===== config.mk =====
export PLATFORM = sky130hd
export DESIGN_NAME = regfile_wport_arbiter
export DESIGN_NICKNAME = d
export VERILOG_FILES = /design/src/rtl/regfile_wport_arbiter.sv
export SDC_FILE = /design/constraint.sdc
export NUM_CORES = 1
export LEC_CHECK = 0
export CAP_MARGIN = 30
export CORE_ASPECT_RATIO = 0.8
export CORE_MARGIN = 2
export CORE_UTILIZATION = 45
export CTS_CLUSTER_SIZE = 30
export DETAILED_ROUTE_END_ITERATION = 10
export GPL_TIMING_DRIVEN = 0
export MAX_ROUTING_LAYER = met4
export PLACE_DENSITY = 0.85
export SYNTH_ARGS = -nofsm -noshare
export SYNTH_HDL_FRONTEND = slang
export SYNTH_SLANG_ARGS = --single-unit

===== constraint.sdc =====
create_clock -name clk -period 2.2 [get_ports clk]
set_input_delay 0.44 -clock clk [delete_from_list [all_inputs] [get_ports clk]]
set_output_delay 0.44 -clock clk [all_outputs]
set_load 0.03 [all_outputs]

===== src/rtl/regfile_wport_arbiter.sv =====
// Register-file write-port arbiter.
// Two requesters (A: ALU/immediate, B: load/long-latency) each feed a one-entry
// holding register through a valid/ready handshake. One hold per cycle wins the
// write port; the winning write is registered onto wr_en/wr_addr/wr_data/sel.
// Arbitration: a single valid hold wins; with both valid and the same non-zero
// destination the older entry wins (preserves write order to one register);
// otherwise round-robin against the last granted side.
module regfile_wport_arbiter #(
  parameter int AW = 5,
  parameter int DW = 32,
  parameter int CW = 8
) (
  input  logic          clk,
  input  logic          rst,
  input  logic          a_valid,
  output logic          a_ready,
  input  logic [AW-1:0] a_addr,
  input  logic [DW-1:0] a_data,
  input  logic          b_valid,
  output logic          b_ready,
  input  logic [AW-1:0] b_addr,
  input  logic [DW-1:0] b_data,
  output logic          wr_en,
  output logic [AW-1:0] wr_addr,
  output logic [DW-1:0] wr_data,
  output logic          sel,
  output logic [CW-1:0] conflict_cnt
);

  // Holding registers
  logic          ha_valid_r;
  logic [AW-1:0] ha_addr_r;
  logic [DW-1:0] ha_data_r;
  logic          hb_valid_r;
  logic [AW-1:0] hb_addr_r;
  logic [DW-1:0] hb_data_r;

  // Arbitration state: last_grant_a_r=1 means A was granted last;
  // a_older_r=1 means the A hold entry was loaded before the B hold entry.
  logic          last_grant_a_r;
  logic          a_older_r;

  logic          grant_a_s;
  logic          grant_b_s;
  logic          same_addr_s;
  logic          a_load_s;
  logic          b_load_s;

  // Same non-zero destination in both holds forces in-order retirement.
  assign same_addr_s = (ha_addr_r == hb_addr_r) && (ha_addr_r != {AW{1'b0}});

  // A hold that drains this cycle may be refilled on the same edge.
  assign a_ready  = !ha_valid_r || grant_a_s;
  assign b_ready  = !hb_valid_r || grant_b_s;
  assign a_load_s = a_valid && a_ready;
  assign b_load_s = b_valid && b_ready;

  // Grant selection from current hold state: age order on same-register
  // collisions, otherwise round-robin.
  always_comb begin
    grant_a_s = 1'b0;
    grant_b_s = 1'b0;
    if (ha_valid_r && hb_valid_r) begin
      if (same_addr_s) begin
        if (a_older_r) begin
          grant_a_s = 1'b1;
        end else begin
          grant_b_s = 1'b1;
        end
      end else if (last_grant_a_r) begin
        grant_b_s = 1'b1;
      end else begin
        grant_a_s = 1'b1;
      end
    end else if (ha_valid_r) begin
      grant_a_s = 1'b1;
    end else if (hb_valid_r) begin
      grant_b_s = 1'b1;
    end else begin
      grant_a_s = 1'b0;
      grant_b_s = 1'b0;
    end
  end

  // Hold A: load on accept, clear when granted and not refilled.
  always_ff @(posedge clk) begin
    if (rst) begin
      ha_valid_r <= 1'b0;
      ha_addr_r  <= {AW{1'b0}};
      ha_data_r  <= {DW{1'b0}};
    end else if (a_load_s) begin
      ha_valid_r <= 1'b1;
      ha_addr_r  <= a_addr;
      ha_data_r  <= a_data;
    end else if (grant_a_s) begin
      ha_valid_r <= 1'b0;
    end
  end

  // Hold B: load on accept, clear when granted and not refilled.
  always_ff @(posedge clk) begin
    if (rst) begin
      hb_valid_r <= 1'b0;
      hb_addr_r  <= {AW{1'b0}};
      hb_data_r  <= {DW{1'b0}};
    end else if (b_load_s) begin
      hb_valid_r <= 1'b1;
      hb_addr_r  <= b_addr;
      hb_data_r  <= b_data;
    end else if (grant_b_s) begin
      hb_valid_r <= 1'b0;
    end
  end

  // Round-robin pointer follows the side that actually won the port.
  always_ff @(posedge clk) begin
    if (rst) begin
      last_grant_a_r <= 1'b1;
    end else if (grant_a_s) begin
      last_grant_a_r <= 1'b1;
    end else if (grant_b_s) begin
      last_grant_a_r <= 1'b0;
    end
  end

  // Age tracking: the side that loads while the other hold stays is younger;
  // simultaneous loads treat B as older.
  always_ff @(posedge clk) begin
    if (rst) begin
      a_older_r <= 1'b0;
    end else if (a_load_s && b_load_s) begin
      a_older_r <= 1'b0;
    end else if (a_load_s && hb_valid_r && !grant_b_s) begin
      a_older_r <= 1'b0;
    end else if (b_load_s && ha_valid_r && !grant_a_s) begin
      a_older_r <= 1'b1;
    end
  end

  // Registered write port; writes to register 0 consume the slot silently.
  always_ff @(posedge clk) begin
    if (rst) begin
      wr_en   <= 1'b0;
      wr_addr <= {AW{1'b0}};
      wr_data <= {DW{1'b0}};
      sel     <= 1'b0;
    end else if (grant_a_s) begin
      wr_en   <= (ha_addr_r != {AW{1'b0}});
      wr_addr <= ha_addr_r;
      wr_data <= ha_data_r;
      sel     <= 1'b1;
    end else if (grant_b_s) begin
      wr_en   <= (hb_addr_r != {AW{1'b0}});
      wr_addr <= hb_addr_r;
      wr_data <= hb_data_r;
      sel     <= 1'b0;
    end else begin
      wr_en   <= 1'b0;
    end
  end

  // Saturating count of cycles in which both holds compete for the port.
  always_ff @(posedge clk) begin
    if (rst) begin
      conflict_cnt <= {CW{1'b0}};
    end else if (ha_valid_r && hb_valid_r && (conflict_cnt != {CW{1'b1}})) begin
      conflict_cnt <= conflict_cnt + {{(CW-1){1'b0}}, 1'b1};
    end
  end

endmodule


# Word-level counts from Yosys, hierarchy flattened
# Cells that the tools add are included.
# classes
shift,0
n_addsub,1
n_reduce_logical,23
div,0
n_mux,22
bitwise_logic,0
n_lt_le_gt_ge,0
mul,0
eq_ne,2
# op_table
op,count
$mux W32,2
$mux W1,18
$logic_and A1 B1 Y1,10
$mux W5,2
$reduce_bool A5 Y1,2
$add A8 B1 Y8 const B,1
$ne A8 B8 Y1 const B,1
$reduce_bool A2 Y1,3
$eq A5 B5 Y1,1
$logic_not A1 Y1,4
$reduce_or A3 Y1,1
$logic_or A1 B1 Y1,2
$reduce_or A2 Y1,1
# word_totals
latchBits,0
register_bits,125
mem_count,0
romBits,0
ramBits,0

# Logic depth before layout (Yosys ltp)
# Gate-level depths: netlist of the first run.
# logic_depth
word_depth,9
ltp_mapped,8
depth_no_buf,6

# Least setup slack after synthesis of the first run
# OpenSTA, ideal clock, no wires.
# synth_timing
kind,register to output
from,register ha_addr_r[0]
to,output b_ready
path_stages_with_launch,5
setup_slack_ns,0.046
arrival_time_ns,1.714
n_path_buf,0
required_ns,1.760
path_cell_list,dfxtp_1 > or4_4 > o211ai_2 > nor3_1 > nor2_1
# synth_via
elab_chain_len,5
elab_cells_between_ends,6
# synth_lines
item,line,source
from (decl),32,logic [AW-1:0] ha_addr_r;
from (signal assigned),89,ha_addr_r <= {AW{1'b0}};
from (signal assigned),93,ha_addr_r <= a_addr;
$eq A5 B5 Y1 / $reduce_bool A5 Y1 (equally long branches),50,assign same_addr_s = (ha_addr_r == hb_addr_r) && (ha_addr_r != {AW{1'b0}});
$logic_and A1 B1 Y1 *,50,
$mux W1 *,64,if (same_addr_s) begin
$mux W1 *,63,if (ha_valid_r && hb_valid_r) begin
$logic_or A1 B1 Y1 *,54,assign b_ready = !hb_valid_r || grant_b_s;
to (decl),20,"output logic b_ready,"
# Mark *: on every way between the ends. The rest lies on a longest branch, timed or not.

# Worst setup path in the final report of the first run
# layout_timing
from,register ha_addr_r[1]
to,output b_ready
# The elaborated chain is that of the path after synthesis.

==> results.yml, run 1 <==
finish:
  final_nets: 821
  diodes: 0
  fin_cells: 907
  drive_gt1_share_pct: 13.9
  area_growth_pct: 42.9
logic_synthesis:
  yosysSeqAreaShare_pct: 45.2
  synthSimpleGateAreaFrac_pct: 16.7
  ys_seq_elements: 125
  synth_area_per_cell_um2: 9.55
  synthAdderAreaFrac_pct: 0.226
  netlist_area_um2: 5530
  muxShareOfSynthArea_pct: 20.3
  synthCells: 579
  synth_cell_types: 39
  synth_top_family_by_area: "multiplexers"
  syn_nets: 658
  synth-compound-area-share_pct: 9.91
  synthXorXnorAreaFrac_pct: 1.90
  ys_warn_count: 0
sta:
  tightestPinTransition_ns: 0.829
  fin_worst_skew_ns: 0.00868
  period_share_pct: 117
  timing.final.crit_period_ns: 2.57
  worst_slack_ns: -0.369
  max_freq_ghz: 0.389
  setup_tns_ns: -7.02
  drv_slew: 0
  rsz0062_at_grt: "yes"
  setup_viol: 75
  slew_headroom_pct: 44.7
  hold_violations: 0
placed_design:
  portBuffers: 126
  place_inst: 857
  routabilityCongestion: 0.850
  dp_hpwl_um: 10600
setup_path:
  critPathRequiredTime_ns: 1.76
  setup.worst_path.start_class: "register"
  reg2reg_depth: 8
  worstPathArrival_ns: 2.13
  critPathLaunch: "ha_addr_r[1]"
  crit_type: "register to primary output"
  cp_max_fo: 4
  end_kind: "primary output"
  r2r-end: "wr_data[8]"
  r2r_start: "ha_addr_r[1]"
  endpoint: "b_ready"
  r2r_slack_ns: -0.18
power_and_ir_drop:
  irDropWorstVdd_mv: 0.718
  p_seq_share_pct: 39.7
  p_leak_nw: 3.25
  p_comb_share_pct: 15.4
  p_clk_share_pct: 44.9
  swShare_pct: 25.4
  power.density_nw_per_um2: 801
  p_switching_w: 0.00161
  internal_power_w: 0.00472
cts:
  htreeDepth: 4
  cts_tree: "done"
  clk_path_buf_depth: 2
  cts_buffers: 17
  cts.clk_slew.worst_paths_ns: 0.06
  worst_skew_pair.late_latency_ns: 0.41
  cts.sinks: 125
  clockRootBuffer: "clkbuf_16"
grt:
  track_usage_pct: 24.9
  antenna_found_initial: 0
  overflow: 0
  grt_start_max_net_pins: 17
  grt_pass1_vias: 4930
  grt_pass1_wl_um: 24700
drt:
  drt_wl_total_um: 15800
  wl_per_cell_um: 17.5
  drcViolationCount: 0
  via_per_inst: 5.43
  vias: 4923
  drtAntennaViolNets: 0
  drt_first_pass_iters: 5
  drt_iter0_drc: 388
floorplanning:
  io_pins: 127
  core_um2: 12100
  dieArea_um2: 13200
  start_util_pct: 45.8
  rows: 36
  die_x_um: 128
  die_h_um: 103
min_path:
  hold_class: "register to register"
outcome:
  violations: "negative setup slack"
  outcome: "complete, but fails checks"
job:
  cap_viol_max_count: 0
[critical path, stage by stage, from the launching register on]
cell,delay (ns)
dfxtp_4,0.36
or4_4,0.55
o211a_4,0.29
a211oi_4,0.27
nor2_2,0.10
buf_6,0.16
[cells by family after synthesis]
group / count (synthesis)
AND/OR/NAND/NOR: 226
flip-flops: 125
multiplexers: 112
AO/OA/AOI/OAI: 57
buffers and inverters: 46
XOR/XNOR: 12
adder cells (fa/ha/maj): 1
[placed cells by master (no fill, tap or decap), types with 3 or more instances in the layout]
cell type,netlist,layout
mux2i_1,112,109
xor2_1,5,5
bufinv_16,0,3
a221o_1,37,37
nor2_1,50,48
inv_1,5,5
clkdlybuf4s50_1,0,124
clkbuf_2,0,3
buf_2,10,11
xnor2_1,7,5
clkinvlp_4,0,3
clkinv_2,0,4
nand3_1,5,5
nor3_4,2,3
mux2i_2,0,3
nor3_2,2,4
nand2_1,154,153
buf_6,11,11
buf_12,3,4
buf_4,0,15
dfxtp_1,125,123
clkbuf_1,16,13
a21oi_1,5,5
clkbuf_16,0,18
[synthesized netlist by cell type]
cell type | number | area share [%]
mux2i_1 | 112 | 20
nand2_1 | 154 | 10
o2bb2ai_1 | 1 | 0.16
clkbuf_1 | 16 | 1.1
a21oi_1 | 5 | 0.45
nor3_1 | 5 | 0.45
a211oi_1 | 1 | 0.14
o211ai_2 | 1 | 0.23
nand3_1 | 5 | 0.45
o21a_1 | 1 | 0.14
a31oi_1 | 1 | 0.11
xor2_1 | 5 | 0.79
buf_1 | 1 | 0.068
a211oi_2 | 1 | 0.23
and4_1 | 1 | 0.16
ha_1 | 1 | 0.23
o31a_1 | 1 | 0.16
a21oi_2 | 1 | 0.16
nor2_1 | 50 | 3.4
o211ai_1 | 1 | 0.14
o221a_2 | 1 | 0.20
nand4_1 | 2 | 0.23
and3_1 | 3 | 0.34
nor4_1 | 1 | 0.11
dfxtp_1 | 125 | 45
buf_6 | 11 | 2.2
o211a_4 | 1 | 0.32
or4_4 | 1 | 0.20
o21ai_0 | 1 | 0.090
xnor2_1 | 7 | 1.1
o211a_1 | 1 | 0.18
buf_12 | 3 | 1.1
buf_2 | 10 | 0.90
nor3_2 | 2 | 0.36
a41oi_1 | 1 | 0.16
a221o_1 | 37 | 6.7
inv_1 | 5 | 0.34
nor3_4 | 2 | 0.59
a211oi_4 | 1 | 0.36
[per-layer routing]
metal,up-vias,part of all wire [%],track usage [%]
met2,209,46,40.6
met4,0,1.6,6.93
met5,-,0,-
met3,28,6.8,4.46
li1,2335,-,-
met1,2351,45,32.2
[how the worst min path moves through the flow]
stage             startpoint  cells after the start  slack, ns            end
2_1_floorplan   hb_data_r[0]                      2       0.43   hb_data_r[0]
3_3_place_gp   hb_data_r[26]                      2       0.44  hb_data_r[26]
3_5_place_dp   hb_data_r[17]                      2       0.45  hb_data_r[17]
4_1_cts        hb_data_r[27]                      2       0.46  hb_data_r[27]
5_1_grt        hb_data_r[21]                      2       0.48  hb_data_r[21]
6_report       hb_data_r[27]                      2       0.46  hb_data_r[27]
[power by group through the flow]
| stage | Clock [W] | Combinational, W | Sequential, W |
|---|---|---|---|
| after CTS | 0.00285 | 0.000917 | 0.00251 |
| after detailed placement | 0 | 0.000872 | 0.00255 |
| after global placement | 0 | 0.000848 | 0.00254 |
| final | 0.00284 | 0.000974 | 0.00251 |
| after floorplan | 0 | 0.000453 | 0.00261 |
| after global routing | 0.00296 | 0.00104 | 0.00253 |
[per-stage QoR]
step / setup WS (ns) / utilization [%] / total power (W) / hold slack [ns] / area (um2)
final: -0.369 / 65.5 / 0.00633 / 0.458 / 7900
after global routing: -0.403 / 65.5 / 0.00653 / 0.479 / 7900
after CTS: -0.373 / 64.3 / 0.00628 / 0.458 / 7760
after detailed placement: -0.494 / 57.8 / 0.00342 / 0.448 / 6980
after global placement: -0.500 / 57.8 / 0.00339 / 0.442 / 6980
after floorplan: 0.0457 / - / 0.00306 / 0.435 / 5530
[cell type report]
class | instances | area [um2]
fillers | 948 | 4170
plain buffers | 39 | 302
clock inverters | 11 | 141
inverters | 5 | 18.8
clock buffers | 21 | 460
repair buffers | 146 | 1480
flip-flops and latches | 125 | 2510
well taps | 152 | 190
multi-input cells | 408 | 2800
[sequential cells by signal (all words and copies together), names as in the netlist]
signal / cells
ha_data_r: 32
hb_data_r: 32
wr_data: 32
conflict_cnt: 8
ha_addr_r: 5
hb_addr_r: 5
wr_addr: 5
a_older_r: 1
ha_valid_r: 1
hb_valid_r: 1
last_grant_a_r: 1
sel: 1
wr_en: 1
[repair_timing]
| item | 4_1_cts | 5_1_grt |
|---|---|---|
| gates resized for setup | 27 | 15 |
| hold buffers | 0 | 0 |
| buffers inserted | 10 | 6 |
| pin swaps | 4 | 0 |
| endpoints found under the setup margin | 64 | 105 |
| cloned | 2 | 2 |
No activity file was read; power rests on OpenSTA's default activity.
==> run 2: changes to the inputs <==
SKIP_LAST_GASP = 1   (was not set)
==> results.yml, run 2 (synthesis results as in run 1) <==
outcome:
  outcome: "complete, but fails checks"
  violations: "negative setup slack"
power_and_ir_drop:
  p_switching_w: 0.00161
  p_seq_share_pct: 39.7
  power.density_nw_per_um2: 800
  p_comb_share_pct: 15.4
  irDropWorstVdd_mv: 0.718
  p_clk_share_pct: 44.9
  p_leak_nw: 3.26
  internal_power_w: 0.00472
  swShare_pct: 25.4
cts:
  clockRootBuffer: "clkbuf_16"
  cts.sinks: 125
  htreeDepth: 4
  worst_skew_pair.late_latency_ns: 0.41
  cts.clk_slew.worst_paths_ns: 0.06
  cts_buffers: 17
  clk_path_buf_depth: 2
  postCtsHoldBufs: 0
  cts_tree: "done"
setup_path:
  crit_buf_inv: 1
  crit_chain: "or4_4 > o211a_4 > a211oi_4 > nor2_1 > buf_4"
  slowest_stage: "or4_4"
  cp_max_fo: 4
  crit_type: "register to primary output"
  critPathMaxStageDelay_ns: 0.57
  critPathRequiredTime_ns: 1.76
  worstPathArrival_ns: 2.13
  path_delay_family: "simple AND/OR/NAND/NOR gates"
  critPathLaunch: "ha_addr_r[0]"
  setup.worst_path.start_class: "register"
  r2r_start: "ha_addr_r[0]"
  end_kind: "primary output"
placed_design:
  portBuffers: 126
  placed_area_um2: 6980
  place_ws_ns: -0.494
  routabilityCongestion: 0.850
  dp_hpwl_um: 10600
  place_inst: 857
floorplanning:
  io_pins: 127
  core_um2: 12100
  start_util_pct: 45.8
  dieArea_um2: 13200
  die_h_um: 103
  die_x_um: 128
  rows: 36
sta:
  timing.final.crit_period_ns: 2.57
  slew_headroom_pct: 45.4
  setup_viol: 76
  hold_violations: 0
  fin_worst_skew_ns: 0.00965
  rsz0062_at_grt: "yes"
  tightestPinTransition_ns: 0.819
  setup_tns_ns: -8.15
  worst_slack_ns: -0.370
  max_freq_ghz: 0.389
  period_share_pct: 117
  drv_slew: 0
  fin_hold_ws_ns: 0.460
drt:
  via_per_inst: 5.45
  drcViolationCount: 0
  drt_wl_total_um: 15900
  drt_iter0_drc: 319
  vias: 4953
  wl_per_cell_um: 17.5
  drtAntennaViolNets: 0
  drt_first_pass_iters: 5
grt:
  grt_pass1_wl_um: 24800
  grt_start_max_net_pins: 17
  overflow: 0
  antenna_found_initial: 0
  track_usage_pct: 24.9
  grt_pass1_vias: 4934
finish:
  drive_gt1_share_pct: 13.9
  area_growth_pct: 43.0
  fin_cells: 909
  diodes: 0
  layout_commonest_cell: "nand2_1"
  num-fill-cells: 953
  reg_top3: "ha_data_r: 32 flops, hb_data_r: 32 flops, wr_data: 32 flops"
  layout_common_cells: "nand2_1, clkdlybuf4s50_1, dfxtp_1"
  final_nets: 823
  fin_area_um2: 7910
job:
  cap_viol_max_count: 0
min_path:
  hold_class: "register to register"
  hold_start: "hb_data_r[27]"
==> run 2: cell type report <==
cell class | instances | area, um2 | share of cell area (%)
Inverter | 5 | 18.8 | 0.237
Multi-Input combinational cell | 408 | 2790 | 35.3
Clock buffer | 21 | 460 | 5.82
Clock inverter | 11 | 141 | 1.79
Tap cell | 152 | 190 | 2.40
Sequential cell | 125 | 2510 | 31.7
Buffer | 39 | 298 | 3.77
Timing Repair Buffer | 148 | 1500 | 19.0
==> run 2: power groups by stage <==
stage / combinational [W] / clock [W] / sequential (W)
floorplan: 0.000453 / 0 / 0.00261
global placement: 0.000848 / 0 / 0.00254
detailed placement: 0.000872 / 0 / 0.00255
CTS: 0.000918 / 0.00285 / 0.00251
global route: 0.00104 / 0.00296 / 0.00253
finish: 0.000973 / 0.00284 / 0.00251
==> run 2: final timing paths <==
kind                                       to  slack [ns]  cells after the start
worst max-delay path                  a_ready       -0.37                      5
worst max register to register     wr_data[8]       -0.16                      8
worst min-delay path            hb_data_r[27]        0.46                      2
worst min register to register  hb_data_r[27]        0.46                      2
==> run 2: worst min-delay path, cell delays in order (launching register included) <==
cell,delay [ns]
dfxtp_1,0.31
nand2_1,0.05
mux2i_1,0.05
==> run 2: metal layers <==
layer	global-route usage (%)	vias to the layer above	part of all wire, %
met5	-	-	0
met4	6.85	0	1.5
met3	4.46	30	6.9
met2	40.7	207	47
met1	32.2	2383	45
li1	-	2333	-
==> run 2: per-stage QoR <==
step	power, W	util, %
finish	0.00633	65.5
global route	0.00653	65.5
CTS	0.00628	64.3
detailed placement	0.00342	57.8
global placement	0.00339	57.8
floorplan	0.00306	-
==> run 2: repair_timing <==
item | in CTS | in global routing
gates cloned | 2 | 2
endpoints found under the setup margin | 64 | 104
pin swaps | 4 | 1
resized for setup | 23 | 17
setup buffers | 10 | 8
==> run 3: changes to the inputs <==
RECOVER_POWER = 25   (was not set)
==> results of run 3 <==
The final DEF is identical to that of run 2; final timing and power are the same.
